==> src/rtl/mc_core_if.sv <==
// rtl/mc_core_if.sv - data memory req/ack bus between mc_core and its data memory
//
// Purpose: carries one load/store transaction at a time. The master raises
//          dmem_req with dmem_we/dmem_addr/dmem_wdata held stable until it
//          samples dmem_ack; dmem_rdata is valid in the ack cycle.
// Signals: dmem_req, dmem_we, dmem_addr[AW], dmem_wdata[DW]  master -> slave
//          dmem_rdata[DW], dmem_ack                          slave -> master
interface mc_core_if #(
  parameter int DW = 8,
  parameter int AW = 8
);
  logic          dmem_req;
  logic          dmem_we;
  logic [AW-1:0] dmem_addr;
  logic [DW-1:0] dmem_wdata;
  logic [DW-1:0] dmem_rdata;
  logic          dmem_ack;

  modport master (
    output dmem_req, dmem_we, dmem_addr, dmem_wdata,
    input  dmem_rdata, dmem_ack
  );

  modport slave (
    input  dmem_req, dmem_we, dmem_addr, dmem_wdata,
    output dmem_rdata, dmem_ack
  );
endinterface

==> src/rtl/mc_core.sv <==
// rtl/mc_core.sv - multi-cycle accumulator core with sync-read ROM and req/ack data memory
//
// Purpose: FETCH/EXEC/MEM/HALTED sequencer around a register file whose r0
//          is the accumulator. Plain instructions take 2 cycles; LD/ST take
//          2 cycles plus however long the data memory holds off dmem_ack.
// Ports:   CLK        clock, rising edge
//          start      synchronous active-high reset
//          imem_addr  instruction address (= pc)
//          imem_data  instruction word, valid one cycle after imem_addr
//          dmem       mc_core_if master: data memory transaction
//          halt       sticky, set once HALT has executed
//          flag       F flag
//          pc         program counter
//          retired    completed-instruction count, saturating
module mc_core #(
  parameter int DW  = 8,
  parameter int AW  = 8,
  parameter int OPW = 5,
  parameter int RW  = 4,
  parameter int CW  = 16
) (
  input  logic               CLK,
  input  logic               start,
  output logic [AW-1:0]      imem_addr,
  input  logic [OPW+RW-1:0]  imem_data,
  mc_core_if.master          dmem,
  output logic               halt,
  output logic               flag,
  output logic [AW-1:0]      pc,
  output logic [CW-1:0]      retired
);
  localparam int NREG = 2 ** RW;

  localparam logic [OPW-1:0] OP_HALT = OPW'(0);
  localparam logic [OPW-1:0] OP_LDI  = OPW'(1);
  localparam logic [OPW-1:0] OP_MOV  = OPW'(2);
  localparam logic [OPW-1:0] OP_STR  = OPW'(3);
  localparam logic [OPW-1:0] OP_ADD  = OPW'(4);
  localparam logic [OPW-1:0] OP_ADC  = OPW'(5);
  localparam logic [OPW-1:0] OP_SUB  = OPW'(6);
  localparam logic [OPW-1:0] OP_AND  = OPW'(7);
  localparam logic [OPW-1:0] OP_OR   = OPW'(8);
  localparam logic [OPW-1:0] OP_XOR  = OPW'(9);
  localparam logic [OPW-1:0] OP_SHL  = OPW'(10);
  localparam logic [OPW-1:0] OP_SHR  = OPW'(11);
  localparam logic [OPW-1:0] OP_CMP  = OPW'(12);
  localparam logic [OPW-1:0] OP_LD   = OPW'(13);
  localparam logic [OPW-1:0] OP_ST   = OPW'(14);
  localparam logic [OPW-1:0] OP_BF   = OPW'(15);
  localparam logic [OPW-1:0] OP_JMP  = OPW'(16);

  typedef enum logic [1:0] {S_FETCH, S_EXEC, S_MEM, S_HALTED} state_t;

  state_t         state_q;
  logic [AW-1:0]  pc_q;
  logic [DW-1:0]  regs_q [NREG];
  logic           f_q;
  logic           halt_q;
  logic [CW-1:0]  ret_q;
  logic           req_q;
  logic           we_q;
  logic [AW-1:0]  addr_q;
  logic [DW-1:0]  wdata_q;

  logic [OPW-1:0] opc;
  logic [RW-1:0]  n;
  logic [DW-1:0]  r0;
  logic [DW-1:0]  rn;
  logic [AW-1:0]  rn_addr;
  logic [AW-1:0]  br_off;
  logic [CW-1:0]  ret_inc;

  logic [DW-1:0]  r0_d;
  logic           f_d;
  logic [AW-1:0]  pc_d;
  logic [DW:0]    sum;

  assign opc     = imem_data[OPW+RW-1:RW];
  assign n       = imem_data[RW-1:0];
  assign r0      = regs_q[0];
  assign rn      = regs_q[n];
  // Register value used as an address: truncated or zero-extended to AW.
  assign rn_addr = AW'(rn);
  // Branch displacement is the low RW bits of rn, sign-extended.
  assign br_off  = AW'($signed(rn[RW-1:0]));
  assign ret_inc = (ret_q == '1) ? ret_q : ret_q + 1'b1;

  // Next accumulator, flag and pc for the non-memory instructions.
  always_comb begin
    r0_d = r0;
    f_d  = f_q;
    pc_d = pc_q + 1'b1;
    sum  = '0;
    case (opc)
      OP_HALT: pc_d = pc_q;
      OP_LDI:  r0_d = DW'(n);
      OP_MOV:  r0_d = rn;
      OP_ADD: begin
        sum         = {1'b0, r0} + {1'b0, rn};
        {f_d, r0_d} = sum;
      end
      OP_ADC: begin
        sum         = {1'b0, r0} + {1'b0, rn} + {{DW{1'b0}}, f_q};
        {f_d, r0_d} = sum;
      end
      OP_SUB: begin
        // Bit DW of the widened difference is the borrow.
        sum         = {1'b0, r0} - {1'b0, rn};
        {f_d, r0_d} = sum;
      end
      OP_AND: r0_d = r0 & rn;
      OP_OR:  r0_d = r0 | rn;
      OP_XOR: r0_d = r0 ^ rn;
      OP_SHL: begin
        f_d  = r0[DW-1];
        r0_d = {r0[DW-2:0], 1'b0};
      end
      OP_SHR: begin
        f_d  = r0[0];
        r0_d = {1'b0, r0[DW-1:1]};
      end
      OP_CMP: f_d = (r0 < rn);
      OP_BF:  if (f_q) pc_d = pc_q + br_off;
      OP_JMP: pc_d = rn_addr;
      default: ;
    endcase
  end

  always_ff @(posedge CLK) begin
    if (start) begin
      state_q <= S_FETCH;
      pc_q    <= '0;
      f_q     <= 1'b0;
      halt_q  <= 1'b0;
      ret_q   <= '0;
      req_q   <= 1'b0;
      we_q    <= 1'b0;
      addr_q  <= '0;
      wdata_q <= '0;
      for (int i = 0; i < NREG; i++) regs_q[i] <= '0;
    end else begin
      case (state_q)
        S_FETCH: state_q <= S_EXEC;
        S_EXEC: begin
          if (opc == OP_LD || opc == OP_ST) begin
            req_q   <= 1'b1;
            we_q    <= (opc == OP_ST);
            addr_q  <= rn_addr;
            wdata_q <= r0;
            state_q <= S_MEM;
          end else if (opc == OP_HALT) begin
            halt_q  <= 1'b1;
            ret_q   <= ret_inc;
            state_q <= S_HALTED;
          end else begin
            regs_q[0] <= r0_d;
            // STR r0 writes r0 back to itself, which is the required no-op.
            if (opc == OP_STR) regs_q[n] <= r0;
            f_q     <= f_d;
            pc_q    <= pc_d;
            ret_q   <= ret_inc;
            state_q <= S_FETCH;
          end
        end
        S_MEM: begin
          // Acks are only honoured here, so a late ack after reset is dropped.
          if (dmem.dmem_ack) begin
            req_q <= 1'b0;
            we_q  <= 1'b0;
            if (!we_q) regs_q[0] <= dmem.dmem_rdata;
            pc_q    <= pc_q + 1'b1;
            ret_q   <= ret_inc;
            state_q <= S_FETCH;
          end
        end
        S_HALTED: ;
        default: state_q <= S_FETCH;
      endcase
    end
  end

  assign imem_addr       = pc_q;
  assign pc              = pc_q;
  assign flag            = f_q;
  assign halt            = halt_q;
  assign retired         = ret_q;
  assign dmem.dmem_req   = req_q;
  assign dmem.dmem_we    = we_q;
  assign dmem.dmem_addr  = addr_q;
  assign dmem.dmem_wdata = wdata_q;
endmodule

==> src/flat_wrapper.sv <==
// flat-port wrapper written by rule: the top's interface ports become plain ports
module mc_core_flat 
#(
  parameter int DW  = 8,
  parameter int AW  = 8,
  parameter int OPW = 5,
  parameter int RW  = 4,
  parameter int CW  = 16
)
  (CLK, start, imem_addr, imem_data, halt, flag, pc, retired, dmem_dmem_req, dmem_dmem_we, dmem_dmem_addr, dmem_dmem_wdata, dmem_dmem_rdata, dmem_dmem_ack);
  mc_core_if #(.DW(DW), .AW(AW)) dmem_i ();
  input  logic CLK;
  input  logic start;
  output logic [AW-1:0] imem_addr;
  input  logic [OPW+RW-1:0] imem_data;
  output logic halt;
  output logic flag;
  output logic [AW-1:0] pc;
  output logic [CW-1:0] retired;
  output wire logic [$bits(dmem_i.dmem_req)-1:0] dmem_dmem_req;
  output wire logic [$bits(dmem_i.dmem_we)-1:0] dmem_dmem_we;
  output wire logic [$bits(dmem_i.dmem_addr)-1:0] dmem_dmem_addr;
  output wire logic [$bits(dmem_i.dmem_wdata)-1:0] dmem_dmem_wdata;
  input wire logic [$bits(dmem_i.dmem_rdata)-1:0] dmem_dmem_rdata;
  input wire logic [$bits(dmem_i.dmem_ack)-1:0] dmem_dmem_ack;
  assign dmem_dmem_req = dmem_i.dmem_req;
  assign dmem_dmem_we = dmem_i.dmem_we;
  assign dmem_dmem_addr = dmem_i.dmem_addr;
  assign dmem_dmem_wdata = dmem_i.dmem_wdata;
  assign dmem_i.dmem_rdata = dmem_dmem_rdata;
  assign dmem_i.dmem_ack = dmem_dmem_ack;
  mc_core #(.DW(DW), .AW(AW), .OPW(OPW), .RW(RW), .CW(CW)) u_core (.CLK(CLK), .start(start), .imem_addr(imem_addr), .imem_data(imem_data), .dmem(dmem_i), .halt(halt), .flag(flag), .pc(pc), .retired(retired));
endmodule
==> config.mk <==
export PLATFORM = sky130hd
export DESIGN_NAME = mc_core_flat
export DESIGN_NICKNAME = d
export VERILOG_FILES = /design/src/rtl/mc_core_if.sv /design/src/rtl/mc_core.sv /design/src/flat_wrapper.sv
export SDC_FILE = /design/constraint.sdc
export NUM_CORES = 1
export LEC_CHECK = 0
export ABC_AREA = 0
export ABC_CLOCK_PERIOD_IN_PS = 6000
export CORE_AREA = 4 4 168 170
export CTS_CLUSTER_DIAMETER = 30
export DETAILED_ROUTE_END_ITERATION = 8
export DIE_AREA = 0 0 172 174
export PLACE_DENSITY = 0.53
export SLEW_MARGIN = 20
export SYNTH_ARGS = -nofsm -noshare
export SYNTH_HDL_FRONTEND = slang
export SYNTH_SLANG_ARGS = --single-unit
==> constraint.sdc <==
create_clock -name CLK -period 6 [get_ports CLK]
set_input_delay 1.2 -clock CLK [delete_from_list [all_inputs] [get_ports CLK]]
set_output_delay 1.2 -clock CLK [all_outputs]
set_load 0.05 [all_outputs]
After elaboration in Yosys (flattened, before gate mapping)
Memories as Yosys holds them, arrays and structs flattened. Cells that the tools add are included.

Equality and inequality tests: 23. Reductions and logical operators: 14. Mux-type cells: 44. Order comparisons: 1. Bitwise operators: 7. Add/subtract/negate cells: 6.

Operators by type and width (number): one-hot mux 8 bit (10 select lines) (1); two-way mux 8 bit (7); two-way mux 16 bit (3); == test 5 x 4 -> 1 bit, second input constant (8); one-hot mux 16 bit (2 select lines) (1); one-hot mux 8 bit (2 select lines) (2); two-way mux 1 bit (22); == test 5 x 3 -> 1 bit, second input constant (4); adder 16 x 1 -> 16 bit, second input constant (1); == test 16 bit, second input constant (1); == test 5 x 2 -> 1 bit, second input constant (2); adder 8 x 8 -> 9 bit (1); adder 9 x 1 -> 9 bit (1); AND reduction 3 bit (3); subtractor 8 x 8 -> 9 bit (1); adder 8 x 1 -> 8 bit, second input constant (1); adder 8 bit (1); bitwise AND 8 bit (1); < comparator 8 bit (1); OR 8 bit (1); AND reduction 4 bit (2); OR reduction 8 bit (1); bitwise XOR 8 bit (1); two-way mux 2 bit (3); other kinds (19) (25).

Flip-flop bits (word level): 46. Bits of input ports: 20. RAM bits: 128. Logic and storage cells: 105. Memories kept: 1.

Memories: u_core.regs_q (depth 16, bits a word 8, read ports 2, clocked after Yosys merged registers in 0, write ports 16, line mc_core.sv:56) `logic [DW-1:0] regs_q [NREG];`.

Longest topological paths before layout
Depth in word-level cells: 9. Gate-level depth with buffers: 14.

Worst setup path before layout
No wires, ideal clock.

Path kind: input-to-reg. From: input port imem_data[0]. To: memory u_core.regs_q[0][3] (data pin). Cell stages on the path: 12. Setup slack: 1.255 ns. Required time: 5.739 ns. Buffers on the path: 2. Arrival time: 4.485 ns. Path through: buf_6 > buf_2 > mux4_2 > mux4_2 > ha_1 > fa_1 > xor2_1 > and3_1 > xnor3_1 > a22o_1 > nor3_1 > o31ai_1.

RTL lines: from (decl) (line flat_wrapper.sv:15) `input logic [OPW+RW-1:0] imem_data;`; to (decl) (line mc_core.sv:56).

Worst setup path after layout
From: input port imem_data[1]. To: register u_core.f_q, in the netlist u_core.flag.

Longest elaborated chain between the ends: 4. Elaborated cells between the ends (all ways): 6.

RTL lines: memory (16 x 8 bit) *; named net u_core.rn[1] (line mc_core.sv:68) `logic [DW-1:0] rn;`; adder 8 x 8 -> 9 bit (line mc_core.sv:99, mc_core.sv:103); adder 9 x 1 -> 9 bit (line mc_core.sv:103) `sum = {1'b0, r0} + {1'b0, rn} + {{DW{1'b0}}, f_q};`; one-hot mux 1 bit (6 select lines) * (line mc_core.sv:94) `case (opc)`; to (signal assigned) (line mc_core.sv:133) `f_q <= 1'b0;`; to (signal assigned) (line mc_core.sv:159) `f_q <= f_d;`; to (decl) (line mc_core.sv:57) `logic f_q;`.

The timed path passes the listed nets; every way through them passes the cells marked *. A chain may end at the register's enable or synchronous reset.

==> impl_metrics.ini <==
[worst_setup_path]
r2r-end = u_core.flag
critPathArrivalTime_ns = 5.31
cp_slowest_cell = buf_2
cp_max_fo = 37
worstPathCellList = buf_2 -> mux4_2 -> mux4_2 -> inv_1 -> ha_1 -> a211o_1 -> a311oi_1 -> o2bb2ai_1 -> nor4b_1 -> a2111o_1 -> nand3_1
critPathKind = input pin to register
rrSetupSlack_ns = 1.65
r2r.worst_path.cells = 10
end_kind = register
cp_common_cell = mux4_2
slowest_delay_ns = 0.68
cp-start-kind = input pin
cp.required_ns = 6.32
reg2reg_from = u_core.regs_q[0][1]

[power_and_ir_drop]
power_mw = 3.042
power.share.combinational_pct = 17.9
seq_power_share_pct = 44.7
leakage_nw = 4.355
p_switching_mw = 0.9412
powerDensity_nw_per_um2 = 251.7
swShare_pct = 30.94
vdd_drop_max_mv = 0.1960
p_clk_share_pct = 37.4
internal_power_mw = 2.101

[cells_and_area]
syn_to_final_growth_pct = 15.00
design_area_um2 = 12090
antenna_cells = 0
drive_gt1_share_pct = 11.23
stdcell_count = 1410
nNetsFinal = 1117

[route]
routed_wl_mm = 34.35
drtIter0Drc = 793
drc = 0
wl_per_cell_um = 24.36
vias = 8536
postRouteAntennaNets = 0
drtPass1Iterations = 5
avgViaCountPerCell = 6.054

[timing]
period_share_pct = 83.20
slew_headroom_pct = 20.73
rsz0062_at_grt = false
hold_viol = 0
skew_ns = 0.01824
fmax_ghz = 0.2003
final-setup-viol-count = 0
max_slew.worst_pin.slew_ns = 1.180
period_needed_ns = 4.992
maxSlewViolCount = 0
tns_ns = 0

[floorplan]
row_count = 60
die_w_um = 172
fp.dieH_um = 174
dieArea_um2 = 29930
core_um2 = 26730
ioPinCount = 72
initial_core_util_pct = 39.33

[synth]
ys.flop_type = edfxtp_1
syn_avg_cell_area_um2 = 10.33
ys_ff_latch = 174
yosysWarnings = 0
synth_area_leaders = edfxtp_1 (37%), dfxtp_1 (8.8%), mux4_2 (7.1%)
synth_edf_count = 128
synth.distinct_cells = 85
synthArstFlopShare_pct = 0
syn_nets = 1079
yosys.area.top_type = edfxtp_1
ys_seq_area_share_pct = 45.33
syn_area_um2 = 10510
netlist_instances = 1018
yosysTopAreaCellShare_pct = 36.57

[status]
status = finished clean

[hold_path]
whs_endpoint = u_core.dmem.dmem_wdata[4]
whs_path_depth = 2
min-delay-start = u_core.dmem.dmem_wdata[4]
holdCritPathClass = register to register

[clock_network]
postCtsHoldBufs = 0
cts_tree = yes
clk_pin_slew_worst_paths_ns = 0.08
cts_root_buf = clkbuf_16
htreeDepth = 4
cts.sinks = 174
clockBufferDepth = 2
cts_made_buffers = 17
post_cts_resized = 0
clock_latency_ns = 0.44
cts_setup_buffers = 0

[place]
dpl_cell_area_um2 = 11500
dp.cells = 1378
hpwlAfterDp_mm = 23.63
io_buffer_count = 71
gp_congestion = 0.9623

[run]
maxCapViolCount = 0

[grt]
grt_pass1_wl_mm = 52.41
grt_max_degree = 46
grt.overflow.total = 0
grt_usage_pct = 22.88
antenna_found_initial = 0
grt_pass1_vias = 8278
==> worst max-delay path by stage <==
| stage | start | slack [ns] | endpoint | cells past startpoint |
|---|---|---|---|---|
| 3_5_place_dp | imem_data[1] | 0.57 | u_core.flag | 11 |
| 6_report | imem_data[1] | 1.01 | u_core.flag | 11 |
| 5_1_grt | imem_data[1] | 0.75 | u_core.flag | 11 |
| 3_3_place_gp | imem_data[0] | 0.63 | u_core.flag | 12 |
| 4_1_cts | imem_data[1] | 1.01 | u_core.flag | 11 |
| 2_1_floorplan | imem_data[0] | 1.25 | u_core.regs_q[0][3] | 12 |
==> cell usage in the layout, fill, tap and decap left out, types with 6 or more instances in the layout <==
cell	n
nor2b_1	8
and3_1	38
nand2b_1	14
nand2_1	84
inv_1	35
dfxtp_1	46
a31oi_1	6
clkdlybuf4s50_1	66
xor2_1	9
clkbuf_16	18
nor4_1	30
a22oi_1	8
a211oi_1	9
mux4_2	33
o31ai_1	7
buf_4	35
xnor2_1	17
ha_1	38
edfxtp_1	128
o21ai_1	15
mux2i_1	11
nand3_1	21
nor2_1	58
a21oi_1	49
a21o_1	14
nand3b_1	6
o21ai_0	21
nor3_1	97
or3_1	7
inv_8	6
==> per-stage QoR <==
stage               setup WS (ns)  hold WS [ns]  util [%]
floorplan                   1.255        0.4785         -
global placement           0.6256        0.4427     43.02
detailed placement         0.5709        0.4512     43.02
CTS                         1.013        0.4635     45.23
global route               0.7459        0.4827     45.23
finish                      1.008        0.4615     45.23
==> layer usage <==
layer  wire length [µm]  track usage (%)
met5                  0                0
met4                744            6.223
met3               1685            2.752
met2              15830            35.26
met1              16090            34.08
==> power groups by stage <==
stage          logic (mW)  clock network (mW)  registers [mW]
2_1_floorplan       0.359                   0            1.39
3_3_place_gp        0.538                   0            1.39
3_5_place_dp        0.536                   0            1.39
4_1_cts             0.539                1.15            1.36
5_1_grt             0.587                1.19            1.36
6_report            0.544                1.14            1.36
==> kinds of logic after synthesis <==
group	Yosys count	synth area share, %
AOI/OAI and AO/OA	195	12.63
xor gates and xnor gates	28	2.535
buffers and inverters	125	5.071
muxes	51	9.297
and+or+nand+nor	403	19.95
DFF	174	45.33
adders and majority gates	42	5.190
==> worst max-delay path: cells and delay by family <==
kind | cells | cell delay, ns
buf+inv | 2 | 0.83
fa+ha+maj | 1 | 0.28
simple gates | 2 | 0.59
compound gates | 4 | 1.28
mux | 2 | 1.10
==> area by class of cell <==
cell class	count	area (µm²)
clock buffers	19	455.4
clock inverters	13	136.4
fillers	2583	14640
inverters	38	142.6
multi-input cells	719	5214
flip-flops and latches	174	4765
well taps	341	426.7
repair buffers	106	948.4
==> cells in the mapped netlist, drive strengths merged (5+ instances only) <==
| library cell | number |
|---|---|
| a211oi | 9 |
| xor2 | 9 |
| a31oi | 6 |
| nor4 | 31 |
| or3 | 7 |
| and2 | 6 |
| nor2 | 58 |
| nand3 | 21 |
| dfxtp | 46 |
| xnor2 | 18 |
| a21o | 14 |
| a21oi | 49 |
| mux4 | 36 |
| buf | 24 |
| a22oi | 9 |
| nor2b | 8 |
| a311oi | 5 |
| inv | 38 |
| nor3 | 97 |
| nand3b | 6 |
| o2bb2ai | 5 |
| mux2i | 11 |
| ha | 38 |
| nor3b | 5 |
| nand2b | 14 |
| edfxtp | 128 |
| o31ai | 7 |
| o21ai | 36 |
| clkbuf | 63 |
| and3 | 38 |
| nand2 | 84 |
| nand4 | 5 |
| a211o | 5 |
==> sequential cells by signal, summed over array words and instances, names as in the netlist <==
signal	flops
u_core.state_q	2
u_core.dmem.dmem_req	1
u_core.imem_addr	8
u_core.dmem.dmem_addr	8
u_core.dmem.dmem_wdata	8
u_core.dmem.dmem_we	1
u_core.retired	16
u_core.regs_q	128
u_core.halt	1
u_core.flag	1
No activity file was read; power rests on OpenSTA's default activity.
